<file path="config.mk">
export PLATFORM = sky130hd
export DESIGN_NAME = spi_ram_ctrl
export DESIGN_NICKNAME = d
export VERILOG_FILES = /design/src/rtl/spi_ram_ctrl.sv
export SDC_FILE = /design/constraint.sdc
export NUM_CORES = 2
export LEC_CHECK = 0
export ABC_AREA = 0
export CAP_MARGIN = 20
export CORE_ASPECT_RATIO = 0.5
export CORE_UTILIZATION = 55
export CTS_BUF_LIST = sky130_fd_sc_hd__clkbuf_8
export CTS_CLUSTER_SIZE = 30
export DETAILED_ROUTE_END_ITERATION = 16
export MAX_ROUTING_LAYER = met4
export PLACE_DENSITY = 0.73
export SLEW_MARGIN = 20
export SYNTH_ARGS = -nofsm -noshare
export SYNTH_HDL_FRONTEND = slang
export SYNTH_SLANG_ARGS = --single-unit
</file>
<file path="constraint.sdc">
create_clock -name clk -period 2.39 [get_ports clk]
set_input_delay 0.478 -clock clk [delete_from_list [all_inputs] [get_ports clk]]
set_output_delay 0.478 -clock clk [all_outputs]
set_load 0.05 [all_outputs]
</file>
<file path="src/rtl/spi_ram_ctrl.sv">
// Command-decoding single-port RAM behind an SPI slave: 10-bit {cmd, payload}
// words latch addresses, write bytes, or return a byte on tx_data/tx_valid.
module spi_ram_ctrl #(
    parameter int MEM_DEPTH = 256,
    parameter int ADDR_SIZE = 8
) (
    input  logic       clk,
    input  logic       rst,
    input  logic [9:0] rx_data,
    input  logic       rx_valid,
    output logic [7:0] tx_data,
    output logic       tx_valid
);

    typedef enum logic [1:0] {
        CMD_WR_ADDR = 2'b00,
        CMD_WR_DATA = 2'b01,
        CMD_RD_ADDR = 2'b10,
        CMD_RD_DATA = 2'b11
    } cmd_e;

    logic [7:0]           mem [MEM_DEPTH];
    logic                 rx_valid_q;
    logic [ADDR_SIZE-1:0] wr_addr;
    logic [ADDR_SIZE-1:0] rd_addr;

    logic                 accept;
    cmd_e                 cmd;
    logic [7:0]           payload;
    logic                 wr_in_range;
    logic                 rd_in_range;

    // One command per rx_valid high period: only the rising edge is decoded.
    assign accept      = rx_valid & ~rx_valid_q;
    assign cmd         = cmd_e'(rx_data[9:8]);
    assign payload     = rx_data[7:0];
    assign wr_in_range = int'(wr_addr) < MEM_DEPTH;
    assign rd_in_range = int'(rd_addr) < MEM_DEPTH;

    // NOTE: sequential state uses non-blocking assignments so every register
    // samples the pre-edge values; blocking here would create ordering races.
    always_ff @(posedge clk or posedge rst) begin
        if (rst) begin
            rx_valid_q <= 1'b0;
            wr_addr    <= '0;
            rd_addr    <= '0;
            tx_data    <= 8'h00;
            tx_valid   <= 1'b0;
        end else begin
            rx_valid_q <= rx_valid;
            if (accept) begin
                tx_valid <= 1'b0;
                unique case (cmd)
                    CMD_WR_ADDR: wr_addr <= payload[ADDR_SIZE-1:0];
                    CMD_WR_DATA: ;
                    CMD_RD_ADDR: rd_addr <= payload[ADDR_SIZE-1:0];
                    CMD_RD_DATA: begin
                        tx_data  <= rd_in_range ? mem[rd_addr] : 8'h00;
                        tx_valid <= 1'b1;
                    end
                endcase
            end
        end
    end

    // NOTE: the array has no reset so it maps onto plain RAM; its contents are
    // undefined until written.
    always_ff @(posedge clk) begin
        if (accept && cmd == CMD_WR_DATA && wr_in_range)
            mem[wr_addr] <= payload;
    end

endmodule

</file>
---- After elaboration in Yosys (flattened, before gate mapping) ----
Memory sizes are Yosys's and may differ from the RTL's. A register that Yosys moved wholly into a read port is not among the register bits.
Cells that the tools add are included.
operators by class
  eq/ne operators ......................... 3
  add/subtract/negate cells ............... 0
  shifts and indexed selects .............. 0
  multiplexer cells ....................... 3
  order comparisons ....................... 0
  reduce and logical (&&, ||, !) cells .... 5
  div/mod/pow operators ................... 0
  multiply operators ...................... 0
  bitwise gates (word level) .............. 2
operators with widths
  operator                                        number
  AND reduction 2 bit                             3
  == test 2 bit (second input constant)           2
  2-to-1 mux 1 bit                                3
  == test 2 x 1 -> 1 bit (second input constant)  1
  zero test 2 bit                                 1
  bitwise AND 1 bit                               1
  logical AND 1 bit                               1
  inverter 1 bit                                  1
word-level totals
  bits in latches ......................... 0
  bits in registers ....................... 18
  output and inout bits ................... 9
  input port bits ......................... 13
  logic and storage cells ................. 18
  memories kept ........................... 1
  bits in writable memories ............... 2,048
  ROM bits ................................ 0
memories
  name  depth  width  read ports  clocked after memory_dff  write ports  line  RTL
  mem   256    8      1           1                         1            22    logic [7:0] mem [MEM_DEPTH];

---- Logic depth before layout (Yosys ltp) ----
  word-level depth ........................ 5
  gate-level depth with buffers ........... 13
  depth with buffers taken out ............ 7

---- Worst setup path before layout ----
Ideal clock, no wire load.
  kind .................................... in2reg
  start ................................... in rx_valid
  end ..................................... mem mem[160][0], enable pin
  setup slack ............................. -137 ps
  required time ........................... 2,020 ps
  buffers on the path ..................... 1
  arrival time ............................ 2,157 ps
  cell stages on the path ................. 7
  cell sequence ........................... nor2b_1 nand2_1 nor2_1 and2_1 nand2_1 clkbuf_1 nor2_1
on the way
  longest elaborated chain between the ends .. 4
ends and longest elaborated chain
  element                                 line  RTL
  start: declaration                      10    input logic rx_valid,
  bitwise AND 1 bit                       34    assign accept = rx_valid & ~rx_valid_q;
  logical AND 1 bit                       69    if (accept && cmd == CMD_WR_DATA && wr_in_range)
  2-to-1 mux 1 bit                        69
  2-to-1 mux 1 bit (implied by the code)  70    mem[wr_addr] <= payload;
  end: declaration                        22
Every way passes these cells.

==> out/summary.txt <==
Area of placed instances: 89,100 sq um
Reg2Reg Launch Point: rd_addr[0]
Synth top area cells: edfxtp_1 (76%), mux4_2 (11%), mux2i_1 (3.7%)
# setup viols final: 8
Area Growth Syn to Fin: 19.1%
Setup slack after layout: -0.685 ns
CP arrival: 3.96 ns
Status: complete, but fails checks
Nets: 4,956
Failing checks: setup timing
Switching part of the total: 27.3%
EDFF count, synth: 2,048
CTS root buf: clkbuf_8
Critical path class: flip-flop to flip-flop
Critical-path maximum fanout: 7
Hold crit path type: input port to flip-flop
Comb pwr share: 19.8%
RSZ-0062 raised after global routing: true
First DRT Iteration DRCs: 6,827
Fin area: 96,400 sq um
Fill cells: 9,193
Max Cap Viol: 0
Via count: 45.8k
Number of global-route vias before repair: 44.9k
Vias per cell: 6.43
Asr flop ratio synth: 1.25%
R2R Setup Slk: -0.69 ns
Worst Setup SP: rd_addr[0]
CTS HTree Levels: 5
Setup TNS: -4.28 ns
Slew @ Worst Pin: 0.999 ns
TritonCTS clock tree: yes
Largest net degree at the start of global routing: 102
Layout cells sized above 1: 34.4%
Yosys cell types: 64
Initial Util: 55.4%
Synthesized cell area: 80,900 sq um
CP startpoint kind: flip-flop
Num ports: 22
Syn Area/Cell: 20.3 sq um
Hold Violations, Final: 0
Placeable Area: 146,000 sq um
Post-route minimum period: 3.08 ns
Pleak: 32.3 nW
FF+latch count, synth: 2,074
FP Rows: 99
Sequential Power Share: 49.3%
Clk_lat worst skew: 1.04 ns
GP Congestion: 0.966
Post-synth top area share: 76.0%
Total gr overflow: 0
Wire per inst: 31.0 um
FF-to-FF End: tx_data[3]
Sequential cell area fraction in the yosys report: 76.8%
Peak supply drop: 0.000527 V
Die X: 544 um
Inst Count DP: 6,527
DIE AREA: 149,000 sq um
FMAX: 0.325 GHz
Total CTS buffers: 300
Initial antenna violation count: 5
Skew final: 0.0795 ns
Port Buffers: 21
Cells after synthesis: 3,993
Post-synth top flop: edfxtp_1
Most frequent cells in the layout: edfxtp_1 (2,048), buf_4 (726), mux4_2 (378)
Leading area contributor after synthesis: edfxtp_1
Most common cell after layout, fill and taps aside: edfxtp_1
Final Cycle Share: 129%
Synth warn: 0
Fin. max-slew vios: 0
Hpwl dp: 141 mm
Max_slew headroom: 33.4%
DRT antenna net count: 0
NetSw: 22.4 mW
Critical Path RT: 3.27 ns
Worst Setup EP: tx_data[3]
DRC: 0
Pwr dens: 849 nW/um^2
Fin cells: 7,113
Gr usage total: 30.8%
Overall power: 81.8 mW
Clock transition at path regs: 0.07 ns
Clk sink count: 2,074
Int Power: 59.4 mW
Longest Clk Path Bufs: 4
Syn nets: 4,006
Critical Path End Type: flip-flop
First-pass GRT wire length: 314 mm
Final wirelength: 220 mm
Die Span Y: 273 um
Utilization after layout: 66.1%
Clock network fraction of design power: 30.9%
FF-to-FF path depth: 10
DR pass1 iterations: 12
==> cell usage after synthesis, types with 47 or more instances <==
cell      count
o221ai_1     47
mux4_2      378
a22oi_1      55
clkbuf_1     98
buf_2        61
o22ai_1     106
a211oi_1     49
nand2_1     130
edfxtp_1   2048
mux2i_1     297
nor2_1      290
a21oi_1      60
==> final cells by class <==
| class | instances | area [sq um] | share of cell area [%] |
|---|---|---|---|
| inverters | 4 | 20.0 | 0.0208 |
| repair buffers | 895 | 8570 | 8.89 |
| multi-input cells | 1668 | 18100 | 18.8 |
| diodes | 6 | 15.0 | 0.0156 |
| well taps | 1969 | 2460 | 2.56 |
| clock inverters | 193 | 883 | 0.916 |
| flip-flops and latches | 2074 | 62200 | 64.5 |
| clock buffers | 304 | 4180 | 4.34 |
==> metrics by stage <==
stage / hold slack (ns) / setup WS [ns]
5_1_grt: 0.0638 / -0.722
4_1_cts: 0.00800 / -0.552
2_1_floorplan: 0.504 / -0.00102
3_3_place_gp: 0.525 / -1.06
6_report: 0.0827 / -0.685
3_5_place_dp: 0.535 / -1.05
==> how the worst min path moves through the flow <==
| stage | cells after the start | start | endpoint | slack [ns] |
|---|---|---|---|---|
| 2_1_floorplan | 1 | rd_addr[7] | rd_addr[7] | 0.50 |
| 3_3_place_gp | 1 | rd_addr[7] | rd_addr[7] | 0.52 |
| 3_5_place_dp | 1 | rd_addr[7] | rd_addr[7] | 0.54 |
| 4_1_cts | 1 | rx_data[7] | mem[129][7] | 0.008 |
| 5_1_grt | 1 | rx_data[7] | mem[129][7] | 0.06 |
| 6_report | 1 | rx_data[7] | mem[129][7] | 0.08 |
==> critical path, stage by stage, from the launching register on <==
cell and delay, ns:
dfrtp_4 0.52, buf_12 0.15, buf_12 0.14, buf_16 0.16, buf_16 0.15, buf_12 0.13, mux4_2 0.34, a22oi_2 0.10
a22oi_2 0.21, nand4_1 0.57, o311ai_2 0.46
==> repair_timing <==
item,4_1_cts,5_1_grt
endpoints found under the setup margin,17,8
setup buffers,50,25
cloned,9,1
pin swaps,38,42
gates resized for setup,194,108
hold buffers,4,0
endpoints found under the hold margin,53,0
==> power by group through the flow <==
| stage | registers (mW) | clock network, mW | logic, mW |
|---|---|---|---|
| after floorplan | 41.2 | 0 | 7.88 |
| after global placement | 41.1 | 0 | 13.9 |
| after detailed placement | 41.1 | 0 | 14.1 |
| after CTS | 40.3 | 25.3 | 15.3 |
| after global routing | 40.3 | 26.9 | 16.7 |
| final | 40.4 | 25.3 | 16.2 |
==> cells by family after synthesis <==
group	after synthesis	synth area share [%]
DFF	2074	76.8
AOI/OAI and AO/OA	429	3.75
buffers and inverters	251	2.11
muxes	689	14.4
and+or+nand+nor	550	2.91
==> metal layers <==
metal / track usage (%) / routed length, um / vias to the layer above / share of wire (%)
met5: - / 0 / - / 0
met1: 43.4 / 84200 / 23535 / 38
met3: 7.78 / 29700 / 446 / 13
li1: - / - / 18427 / -
met2: 44.5 / 100000 / 3347 / 45
met4: 9.68 / 6370 / 0 / 2.9
==> sequential cells by signal, indices dropped and copies added (netlist names) <==
name,count
wr_addr,8
mem,2048
rd_addr,8
rx_valid_q,1
tx_valid,1
tx_data,8
Note: power is estimated with default switching activity, not from simulation.
